===== config.mk =====
export PLATFORM = sky130hd
export DESIGN_NAME = serial_word_rx_flat
export DESIGN_NICKNAME = d
export VERILOG_FILES = /design/src/rtl/serial_word_rx_pkg.sv /design/src/rtl/serial_word_rx_if.sv /design/src/rtl/serial_word_rx_fifo.sv /design/src/rtl/serial_word_rx.sv /design/src/flat_wrapper.sv
export SDC_FILE = /design/constraint.sdc
export NUM_CORES = 1
export LEC_CHECK = 0
export BUFFER_PORTS_ARGS = -buffer_cell sky130_fd_sc_hd__buf_2
export CORE_UTILIZATION = 40
export CTS_CLUSTER_DIAMETER = 50
export DETAILED_ROUTE_END_ITERATION = 8
export PLACE_DENSITY = 0.62
export SLEW_MARGIN = 25
export SYNTH_ARGS = -nofsm -noshare
export SYNTH_HDL_FRONTEND = slang
export SYNTH_SLANG_ARGS = --single-unit
export TNS_END_PERCENT = 30

===== constraint.sdc =====
create_clock -name i_clk -period 4 [get_ports i_clk]
set_clock_uncertainty 0.15 [all_clocks]
set_input_delay 0.8 -clock i_clk [delete_from_list [all_inputs] [get_ports i_clk]]
set_output_delay 0.8 -clock i_clk [all_outputs]
set_load 0.03 [all_outputs]

===== src/rtl/serial_word_rx_pkg.sv =====
// Shared definitions for the 4-bit serial link: default word/FIFO sizes,
// shift direction encodings (common with the transmitter shift register)
// and the transmitter's MODO mode encodings.
package serial_word_rx_pkg;

    localparam int WIDTH_DEF = 4;
    localparam int DEPTH_DEF = 2;

    // Shift direction, as seen on DIR at both ends of the link.
    localparam logic DIR_LEFT  = 1'b0;  // MSB first
    localparam logic DIR_RIGHT = 1'b1;  // LSB first

    // Transmitter shift-register operating modes.
    typedef enum logic [1:0] {
        MODO_HOLD  = 2'b00,
        MODO_LOAD  = 2'b01,
        MODO_SHL   = 2'b10,
        MODO_SHR   = 2'b11
    } modo_e;

endpackage


===== src/rtl/serial_word_rx_if.sv =====
// Receiver-side bundle: serial intake controls, consumer handshake and
// status outputs.
//   master : drives enb/s_in/dir/sync/rdy/clr_ovr, observes q/valid/busy/level/overrun
//   slave  : the receiver itself
interface serial_word_rx_if #(
    parameter int WIDTH = 4,
    parameter int LVLW  = 2
);
    logic             enb;
    logic             s_in;
    logic             dir;
    logic             sync;
    logic             rdy;
    logic             clr_ovr;
    logic [WIDTH-1:0] q;
    logic             valid;
    logic             busy;
    logic [LVLW-1:0]  level;
    logic             overrun;

    modport master (
        output enb, s_in, dir, sync, rdy, clr_ovr,
        input  q, valid, busy, level, overrun
    );

    modport slave (
        input  enb, s_in, dir, sync, rdy, clr_ovr,
        output q, valid, busy, level, overrun
    );
endinterface


===== src/rtl/serial_word_rx_fifo.sv =====
// word_fifo: small synchronous FIFO holding completed words.
// Ports: i_clk, i_rst_n (async active low), i_push/i_data, i_pop,
//        o_data (head word, 0 when empty), o_valid, o_level, o_drop
//        (push refused because full with no simultaneous pop).
module word_fifo #(
    parameter int WIDTH = 4,
    parameter int DEPTH = 2,
    parameter int LVLW  = 2
) (
    input  logic             i_clk,
    input  logic             i_rst_n,
    input  logic             i_push,
    input  logic [WIDTH-1:0] i_data,
    input  logic             i_pop,
    output logic [WIDTH-1:0] o_data,
    output logic             o_valid,
    output logic [LVLW-1:0]  o_level,
    output logic             o_drop
);
    localparam int PTRW = (DEPTH > 1) ? $clog2(DEPTH) : 1;

    logic [WIDTH-1:0] r_mem [DEPTH];
    logic [PTRW-1:0]  r_rd, r_wr;
    logic [LVLW-1:0]  r_cnt;

    logic w_empty, w_full, w_pop, w_wr;

    assign w_empty = (r_cnt == '0);
    assign w_full  = (r_cnt == LVLW'(DEPTH));
    assign w_pop   = i_pop && !w_empty;
    // A pop on the same edge frees a slot, so a full FIFO still accepts.
    assign w_wr    = i_push && (!w_full || w_pop);
    assign o_drop  = i_push && !w_wr;

    assign o_valid = !w_empty;
    assign o_level = r_cnt;
    assign o_data  = w_empty ? '0 : r_mem[r_rd];

    always_ff @(posedge i_clk or negedge i_rst_n) begin
        if (!i_rst_n) begin
            for (int i = 0; i < DEPTH; i++) r_mem[i] <= '0;
            r_rd  <= '0;
            r_wr  <= '0;
            r_cnt <= '0;
        end else begin
            if (w_wr) begin
                r_mem[r_wr] <= i_data;
                r_wr <= (r_wr == PTRW'(DEPTH-1)) ? '0 : r_wr + 1'b1;
            end
            if (w_pop)
                r_rd <= (r_rd == PTRW'(DEPTH-1)) ? '0 : r_rd + 1'b1;
            if (w_wr && !w_pop)
                r_cnt <= r_cnt + 1'b1;
            else if (w_pop && !w_wr)
                r_cnt <= r_cnt - 1'b1;
        end
    end
endmodule


===== src/rtl/serial_word_rx.sv =====
// serial_word_rx: deserializes the S_OUT stream of the shift-register link
// into WIDTH-bit words and queues them for a valid/ready consumer.
// Ports: i_clk, i_rst_n (async active low), bus (serial_word_rx_if.slave):
//   enb/s_in/dir/sync  bit intake, rdy consumer handshake, clr_ovr,
//   q/valid/level      FIFO head and occupancy, busy partial frame,
//   overrun            sticky word-dropped flag.
module serial_word_rx
    import serial_word_rx_pkg::*;
#(
    parameter int WIDTH = WIDTH_DEF,
    parameter int DEPTH = DEPTH_DEF,
    parameter int LVLW  = $clog2(DEPTH + 1)
) (
    input  logic           i_clk,
    input  logic           i_rst_n,
    serial_word_rx_if.slave bus
);
    localparam int CNTW = (WIDTH > 2) ? $clog2(WIDTH) : 1;

    logic [WIDTH-1:0] r_acc;
    logic [CNTW-1:0]  r_cnt;
    logic             r_dir;
    logic             r_ovr;

    logic             w_first, w_last, w_dir, w_push, w_drop;
    logic [WIDTH-1:0] w_base, w_acc_nxt;

    // SYNC forces the current bit to be bit 0 of a fresh frame.
    assign w_first = bus.sync || (r_cnt == '0);
    assign w_last  = (r_cnt == CNTW'(WIDTH-1));
    assign w_dir   = w_first ? bus.dir : r_dir;
    assign w_base  = bus.sync ? '0 : r_acc;

    always_comb begin
        w_acc_nxt = {w_base[WIDTH-2:0], bus.s_in};
        if (w_dir == DIR_RIGHT)
            w_acc_nxt = {bus.s_in, w_base[WIDTH-1:1]};
    end

    // A SYNC bit always leaves count at 1, so it can never complete a word.
    assign w_push = bus.enb && !bus.sync && w_last;

    always_ff @(posedge i_clk or negedge i_rst_n) begin
        if (!i_rst_n) begin
            r_acc <= '0;
            r_cnt <= '0;
            r_dir <= DIR_LEFT;
        end else if (bus.enb) begin
            r_acc <= w_acc_nxt;
            r_dir <= w_dir;
            if (bus.sync)
                r_cnt <= CNTW'(1);
            else if (w_last)
                r_cnt <= '0;
            else
                r_cnt <= r_cnt + 1'b1;
        end else if (bus.sync) begin
            r_acc <= '0;
            r_cnt <= '0;
        end
    end

    always_ff @(posedge i_clk or negedge i_rst_n) begin
        if (!i_rst_n)
            r_ovr <= 1'b0;
        else if (w_drop)
            r_ovr <= 1'b1;
        else if (bus.clr_ovr)
            r_ovr <= 1'b0;
    end

    word_fifo #(
        .WIDTH (WIDTH),
        .DEPTH (DEPTH),
        .LVLW  (LVLW)
    ) u_fifo (
        .i_clk   (i_clk),
        .i_rst_n (i_rst_n),
        .i_push  (w_push),
        .i_data  (w_acc_nxt),
        .i_pop   (bus.rdy),
        .o_data  (bus.q),
        .o_valid (bus.valid),
        .o_level (bus.level),
        .o_drop  (w_drop)
    );

    assign bus.busy    = (r_cnt != '0);
    assign bus.overrun = r_ovr;
endmodule


===== src/flat_wrapper.sv =====
// flat-port wrapper written by rule: the top's interface ports become plain ports
module serial_word_rx_flat import serial_word_rx_pkg::*;
#(
    parameter int WIDTH = WIDTH_DEF,
    parameter int DEPTH = DEPTH_DEF,
    parameter int LVLW  = $clog2(DEPTH + 1)
)
  (i_clk, i_rst_n, bus_enb, bus_s_in, bus_dir, bus_sync, bus_rdy, bus_clr_ovr, bus_q, bus_valid, bus_busy, bus_level, bus_overrun);
  serial_word_rx_if #(.WIDTH(WIDTH), .LVLW(LVLW)) bus_i ();
  input  logic i_clk;
  input  logic i_rst_n;
  input wire logic [$bits(bus_i.enb)-1:0] bus_enb;
  input wire logic [$bits(bus_i.s_in)-1:0] bus_s_in;
  input wire logic [$bits(bus_i.dir)-1:0] bus_dir;
  input wire logic [$bits(bus_i.sync)-1:0] bus_sync;
  input wire logic [$bits(bus_i.rdy)-1:0] bus_rdy;
  input wire logic [$bits(bus_i.clr_ovr)-1:0] bus_clr_ovr;
  output wire logic [$bits(bus_i.q)-1:0] bus_q;
  output wire logic [$bits(bus_i.valid)-1:0] bus_valid;
  output wire logic [$bits(bus_i.busy)-1:0] bus_busy;
  output wire logic [$bits(bus_i.level)-1:0] bus_level;
  output wire logic [$bits(bus_i.overrun)-1:0] bus_overrun;
  assign bus_i.enb = bus_enb;
  assign bus_i.s_in = bus_s_in;
  assign bus_i.dir = bus_dir;
  assign bus_i.sync = bus_sync;
  assign bus_i.rdy = bus_rdy;
  assign bus_i.clr_ovr = bus_clr_ovr;
  assign bus_q = bus_i.q;
  assign bus_valid = bus_i.valid;
  assign bus_busy = bus_i.busy;
  assign bus_level = bus_i.level;
  assign bus_overrun = bus_i.overrun;
  serial_word_rx #(.WIDTH(WIDTH), .DEPTH(DEPTH), .LVLW(LVLW)) u_core (.i_clk(i_clk), .i_rst_n(i_rst_n), .bus(bus_i));
endmodule

==> results.tsv, run 1 <==
metric	value	unit
startpoint type of the worst setup path	flop	
HPWL Detailed	1.390	mm
Netlist cell types	32	
mux cell area share after synthesis	19.04	%
status	complete, no violations	
DP Worst Slack	1.740	ns
sequential share of power	45.9	%
share of the synthesized area in the top cell type	45.87	%
Hold Path Class	in2async	
Post-synth EDFFs	0	
internal power	412.4	uW
GPL Wtd Cong	0.8513	
row cnt	18	
main combinational cell family by area after synthesis	multiplexers	
Final ANT Viol Nets	0	
CTS tree	yes	
share of cells above drive strength 1	30.09	%
commonest non-fill, non-tap cell in the layout	dfrtp_1	
cells after synthesis	97	
leakage	0.0006282	uW
RSZ-0062 raised after global routing	no	
Detailed Route WL	1.815	mm
post-synthesis xor/xnor area fraction	4.014	%
Avg Cell Area, Syn	11.25	um2
max-cap violation count	0	
r2r startpoint	u_core.r_cnt[0]	
DR iter-0 viols	11	
setup TNS	0	ns
critical path data required time	3.05	ns
Routed WL per cell	12.69	um
Cell Area, Synth	1091	um2
Hold Vio Cnt, Final	0	
critical path class	reg2out	
die area	2940	um2
IO buf count	16	
Clock Latency Late Sink	0.29	ns
crit path max fanout	8	
max-slew violations	0	
Clock Tree Buf Depth	2	
GRT Residual Overflow	0	
Post-synth top flop	dfrtp_1	
Synth Area in Adders	3.440	%
FFs w/ async S/R, synth	100.0	%
Via Count	736	
height of the die	54.23	um
CTS resizes	0	
Initial Utilization	43.25	%
largest net degree at the start of global routing	21	
Worst Setup End Kind	primary output	
number of buffers added for setup after CTS	0	
Max Freq	429.6	MHz
Via density	5.147	
Compound-Gate Fraction of Synth Area	11.01	%
Clk pwr share	17.3	%
Seq/Total Area, Yosys	45.87	%
top cells by area, synth	dfrtp_1, mux2_4, nor2_1, mux2i_1, mux2_2	
# clock sinks	20	
Setup crit start	u_core.r_cnt[0]	
Gate power share	36.8	%
gr usage total	14.81	%
slew margin rel.	70.32	%
H-tree lvl count	1	
power density cells	537.0	nW/um2
arrival time at the worst endpoint	1.38	ns
DRC viols	0	
R2R Setup Slk	1.89	ns
NumNets Final	125	
Worst VDD drop	0.0003157	V
Num CTS Buffers	3	
final setup vio count	0	
Synth Warn #	0	
Simple-Gate Fraction of Synth Area	12.16	%
vias in the first global route	708	
Pre-antenna DRT Iters	4	
diode count	0	
Ports	17	
final cycle utilization of the critical path	58.20	%
die width	54.23	um
#FFs+latches synth	20	
core area	2522	um2
CTS root buffer	clkbuf_4	
initial antenna violation count	0	
Net Sw Frac	37.37	%
fin worst setup slack	1.672	ns
global-route wire length before repair	3.036	mm
Net Count, Synth	108	
Switch Pwr	246.1	uW
area delta synth->final	12.39	%
Tmin final	2.328	ns
register clock-pin slew on the reported worst setup and hold paths	0.11	ns
Least-Margin Pin Slew	0.4452	ns
commonest cells after routing, fill and taps aside	dfrtp_1, buf_2, nor2_1, inv_1, mux2_4	
# hold bufs at CTS	0	
Synth area leader	dfrtp_1	
-- layer usage --
layer  share of wire, %  vias up  wire (um)  track usage (%)
met5                  0        -          0                0
met4               0.94        0         17            7.692
met3                3.7        2         67            2.500
met2                 46       14        837            24.80
met1                 49      349        892            18.12
li1                   -      371          -                -
-- cells by family (layout without fill, tap and decap cells) --
logic type,count (synthesis),after routing
compound gates,17,17
xor+xnor,5,5
fa+ha+maj,3,3
buf+inv,12,28
flops,20,20
mux,16,16
simple gates,24,24
-- path summary, 6_finish.rpt --
check                                         end  cells after the start
min reg2reg                    u_core.u_fifo.r_wr                      1
max                                      bus_busy                      4
max in group asynchronous      u_core.u_fifo.r_wr                      1
min                            u_core.u_fifo.r_rd                      1
min in group i_clk             u_core.u_fifo.r_wr                      1
max reg2reg                u_core.u_fifo.r_mem[2]                      5
-- power groups by stage --
| stage | registers [uW] | logic (uW) | clock network, uW |
|---|---|---|---|
| 5_1_grt | 311 | 268 | 129 |
| 2_1_floorplan | 308 | 184 | 0 |
| 3_3_place_gp | 304 | 240 | 0 |
| 3_5_place_dp | 307 | 245 | 0 |
| 6_report | 302 | 243 | 114 |
| 4_1_cts | 303 | 247 | 118 |
-- through the flow --
step	power, uW	instance area (um2)	hold WS, ns	util (%)	cells
2_1_floorplan	491.2	1091	0.3242	-	97
3_5_place_dp	552.7	1190	0.3486	47.17	139
3_3_place_gp	544.8	1190	0.3487	47.17	139
4_1_cts	668.2	1226	0.2965	48.61	143
5_1_grt	708.2	1226	0.2998	48.61	143
6_report	658.5	1226	0.2872	48.61	143
-- state kept, by name (all words and copies together) (netlist names) --
signal	cells
u_core.r_dir	1
u_core.bus.overrun	1
u_core.r_cnt	2
u_core.u_fifo.o_level	2
u_core.u_fifo.r_wr	1
u_core.u_fifo.r_rd	1
u_core.u_fifo.r_mem	8
u_core.r_acc	4
-- Yosys cell counts (2+ instances only) --
cell,n
clkbuf_1,3
inv_1,8
mux2_4,6
mux2i_1,5
dfrtp_1,20
xnor2_1,2
o211ai_1,2
ha_1,3
o21a_1,2
nor2_1,15
mux2_2,4
xor2_1,3
o21ai_0,5
-- worst max-delay path: stages (launching register included) --
cell	delay, ns
dfrtp_1	0.42
inv_1	0.09
ha_1	0.34
inv_1	0.06
buf_2	0.18
-- layout make-up --
cell class	instances	area, um2
Sequential cell	20	500.5
Fill cell	250	1296
Timing Repair Buffer	16	80.08
Tap cell	30	37.54
Clock buffer	4	36.28
Inverter	8	30.03
Multi-Input combinational cell	65	541.8
(Power assumes the default switching activity.)
==> inputs of run 2 (changes only) <==
- clock period: 4 -> 2.25 ns (I/O delays scaled with it)
==> run 2 against run 1 <==
Total power increased by 72%. Core utilization is 0.15 points lower. Die area is the same. Critical endpoint is now u_core.u_fifo.r_mem[5].
==> results.tsv, run 2 (synthesis results as in run 1) <==
metric	value	unit
Detailed Route WL	1.806	mm
commonest non-fill, non-tap cell in the layout	dfrtp_1	
final cycle utilization of the critical path	94.60	%
Hold Vio Cnt, Final	0	
global-route wire length before repair	3.091	mm
Switch Pwr	436.3	uW
Final Cell Area	1222	um2
Net Sw Frac	38.46	%
core area	2522	um2
crit-path cells	inv_1 -> ha_1 -> mux2i_4 -> mux2_4 -> mux2_2	
# clock sinks	20	
gr usage total	14.89	%
critical path class	reg2reg	
CTS resizes	0	
DR iter-0 viols	4	
HP Start	bus_clr_ovr	
NumNets Final	126	
IO buf count	16	
leakage	0.0006252	uW
startpoint type of the worst setup path	flop	
Final ANT Viol Nets	0	
HPWL Detailed	1.407	mm
H-tree lvl count	1	
final setup vio count	0	
internal power	698.0	uW
Final Non-Filler Cells	143	
Clk pwr share	14.5	%
Max Freq	469.8	MHz
commonest cells after routing, fill and taps aside	dfrtp_1, buf_2, nor2_1, inv_1, mux2_4	
RSZ-0062 raised after global routing	no	
max reg flops	8	
FF+latch area	500.5	um2
Biggest register	u_core.u_fifo.r_mem	
Hold WS	0.1886	ns
largest net degree at the start of global routing	21	
GRT Residual Overflow	0	
fillers	257	
Num CTS Buffers	3	
Initial Utilization	43.25	%
crit path max fanout	8	
Hold Path Class	in2reg	
Routed WL per cell	12.63	um
R2R Setup Slk	0.12	ns
Clock Latency Late Sink	0.29	ns
share of cells above drive strength 1	29.20	%
number of buffers added for setup after CTS	0	
Ports	17	
initial antenna violation count	0	
Least-Margin Pin Slew	0.4472	ns
setup TNS	0	ns
die width	54.23	um
max incr delay on CP	0.42	ns
sequential share of power	47.3	%
Tmin final	2.129	ns
status	complete, no violations	
die area	2940	um2
slew margin rel.	70.19	%
Pre-antenna DRT Iters	4	
height of the die	54.23	um
Worst VDD drop	0.0006343	V
CP bufs+invs	1	
Gate power share	38.2	%
r2r startpoint	u_core.r_cnt[0]	
arrival time at the worst endpoint	2.16	ns
Via Count	726	
Clock Tree Buf Depth	2	
GPL Wtd Cong	0.8393	
diode count	0	
area delta synth->final	12.04	%
max-slew violations	0	
max-cap violation count	0	
delay-heaviest family, CP	multiplexers	
placed cell areas	1190	um2
Power, Total	1134	uW
critical path data required time	2.28	ns
Setup crit start	u_core.r_cnt[0]	
DRC viols	0	
CTS tree	yes	
dpl cells	139	
row cnt	18	
CTS root buffer	clkbuf_4	
largest registers	u_core.u_fifo.r_mem: 8 flops, u_core.r_acc: 4 flops	
slowest CP cell	dfrtp_1	
register clock-pin slew on the reported worst setup and hold paths	0.11	ns
Via density	5.077	
power density cells	927.9	nW/um2
Multi-input gate area	541.8	um2
Worst Setup End Kind	flop	
vias in the first global route	709	
run 2: cell count changes in the layout (fill, tap and decap cells not counted):
| cell | delta |
|---|---|
| dlygate4sd3_1 | +1 |
| clkbuf_8 | -1 |
run 2: metal layers:
metal / up-vias / track usage [%] / wire [um]
li1: 367 / - / -
met1: 341 / 19.93 / 935
met2: 16 / 23.58 / 781
met3: 2 / 2.500 / 74
met4: 0 / 6.410 / 14
met5: - / 0 / 0
run 2: power groups by stage:
stage	clock network (uW)	logic [uW]	registers [uW]
floorplan	0	326	547
global placement	0	427	541
detailed placement	0	438	546
CTS	171	441	539
global route	183	477	551
finish	165	433	536
run 2: path summary, 6_finish.rpt:
path | endpoint | cells past startpoint
max in group asynchronous | u_core.r_acc[0] | 2
max | u_core.u_fifo.r_mem[5] | 5
min reg2reg | u_core.u_fifo.r_wr | 1
min in group asynchronous | u_core.u_fifo.o_level[1] | 2
min | u_core.bus.overrun | 2
max reg2reg | u_core.u_fifo.r_mem[5] | 5
run 2: final cells by class:
cell class              instances  share of cell area [%]
well taps                      30                   3.071
clock buffers                   3                   1.842
multi-input cells              65                   44.32
repair buffers                 17                   7.370
inverters                       8                   2.457
flip-flops and latches         20                   40.94
run 2: per-stage QoR:
stage,setup slack (ns),util (%)
6_report,0.1214,48.46
5_1_grt,0.05361,48.46
4_1_cts,0.1253,48.46
3_5_place_dp,0.1394,47.17
3_3_place_gp,0.2318,47.17
2_1_floorplan,0.3734,-
run 2: repair_timing:
action	CTS	global route
hold buffers	1	0
hold endpoints to repair	20	0
setup endpoints to repair	0	0
==> inputs of run 3 (changes only) <==
- clock period: 2.25 -> 2 ns (I/O delays scaled with it)
==> run 3 against run 2 <==
Global-route usage is 1.1 points higher. First-iteration DRC count is 75% higher. Register-to-register slack hardly changed. Count of clock-buffer cells in the layout is 1 higher. Final cell count is 3.5% higher. Sequential power is 12% higher. Clock power is 43% higher. Die area stayed put. Critical path type is now reg2out. Largest cell class unchanged. Highest routed layer unchanged.
==> results.tsv, run 3 (synthesis results as in run 1) <==
metric	value	unit
setup TNS	0	ns
power density cells	1050	nW/um2
Hold Vio Cnt, Final	0	
core area	2522	um2
CTS root buffer	clkbuf_4	
startpoint type of the worst setup path	flop	
commonest non-fill, non-tap cell in the layout	dfrtp_1	
crit path max fanout	7	
DR iter-0 viols	7	
height of the die	54.23	um
Worst Setup End Kind	primary output	
Biggest register	u_core.u_fifo.r_mem	
RSZ-0062 raised after global routing	no	
HPWL Detailed	1.375	mm
status	complete, no violations	
arrival time at the worst endpoint	1.35	ns
Hold Path Class	in2reg	
commonest cells after routing, fill and taps aside	dfrtp_1, buf_2, nor2_1, inv_1, mux2_4	
Via density	4.892	
largest registers	u_core.u_fifo.r_mem: 8 flops, u_core.r_acc: 4 flops	
Ports	17	
# clock sinks	20	
slew margin rel.	69.92	%
Final ANT Viol Nets	0	
final setup vio count	0	
Initial Utilization	43.25	%
fin worst setup slack	0.1033	ns
critical path data required time	1.45	ns
Routed WL per cell	12.30	um
max-cap violation count	0	
Detailed Route WL	1.820	mm
DP Worst Slack	0.06240	ns
register clock-pin slew on the reported worst setup and hold paths	0.11	ns
GRT Residual Overflow	0	
max-slew violations	0	
initial antenna violation count	0	
vias in the first global route	717	
GPL Wtd Cong	0.8538	
final cycle utilization of the critical path	94.83	%
CTS tree	yes	
Least-Margin Pin Slew	0.4511	ns
Via Count	724	
Power, Total	1332	uW
gr usage total	15.99	%
Clock Tree Buf Depth	2	
H-tree lvl count	1	
critical path class	reg2out	
DRC viols	0	
Worst VDD drop	0.0006429	V
Max Freq	527.2	MHz
share of cells above drive strength 1	33.05	%
global-route wire length before repair	3.263	mm
row cnt	18	
Num CTS Buffers	3	
die area	2940	um2
Pre-antenna DRT Iters	4	
Tmin final	1.897	ns
die width	54.23	um
diode count	0	
max reg flops	8	
IO buf count	16	
largest net degree at the start of global routing	21	
leakage	0.0006505	uW
area delta synth->final	16.28	%
NumNets Final	130	
Clock Latency Late Sink	0.30	ns
-- run 3: cell count changes in the layout (fill, tap and decap cells not counted) --
cell,change
buf_4,+4
clkbuf_8,+1
ha_1,-1
ha_2,+1
-- run 3: timing repair --
item / 4_1_cts / 5_1_grt
resized for setup: 0 / 1
endpoints found under the hold margin: 20 / 0
hold buffers: 1 / 0
endpoints found under the setup margin: 0 / 5
setup buffers: 0 / 1
-- run 3: worst paths after layout --
kind,startpoint,endpoint,slack [ns],cells past startpoint
max,u_core.r_cnt[0],bus_busy,0.10,5
max reg2reg,u_core.r_cnt[0],u_core.u_fifo.r_mem[2],0.12,5
max in group asynchronous,i_rst_n,u_core.r_acc[3],0.98,2
min reg2reg,u_core.u_fifo.r_wr,u_core.u_fifo.r_wr,0.36,1
min,bus_clr_ovr,u_core.bus.overrun,0.13,2
min in group asynchronous,i_rst_n,u_core.u_fifo.r_rd,0.41,2
-- run 3: worst max-delay path, cell delays in order, from the launching register on --
cell and delay, ns:
dfrtp_1 0.39, inv_1 0.09, ha_2 0.22, buf_4 0.15
inv_1 0.04, buf_2 0.16
-- run 3: per-stage QoR --
step                hold WS (ns)  area (um2)  util [%]  instances
finish                    0.1310        1269     50.30        148
global route              0.1517        1269     50.30        148
floorplan               -0.04559        1091         -         97
detailed placement        0.2369        1212     48.07        142
CTS                       0.1235        1259     49.90        147
global placement          0.2212        1212     48.07        142
-- run 3: metal layers --
layer  vias to the layer above  track usage, %  share of wire, %  wire (um)
met5                         -               0                 0          0
met4                         0           3.846              0.66         12
li1                        376               -                 -          -
met3                         2           5.833               5.3         97
met2                        17           25.00                45        815
met1                       329           20.94                49        893
-- run 3: report_power, final --
group	leakage [uW]	internal (uW)	total, uW	switching (uW)
combinational	0.000370	223	496	273
sequential	0.000260	501	601	99.2
clock	0.0000210	111	236	124
-- run 3: area by class of cell --
type / instances / area [um2]
fill: 228 / 1254
multi-input combinational: 65 / 544.3
sequential: 20 / 500.5
timing repair buffer: 21 / 120.1
tap: 30 / 37.54
clock buffer: 4 / 36.28
inverter: 8 / 30.03
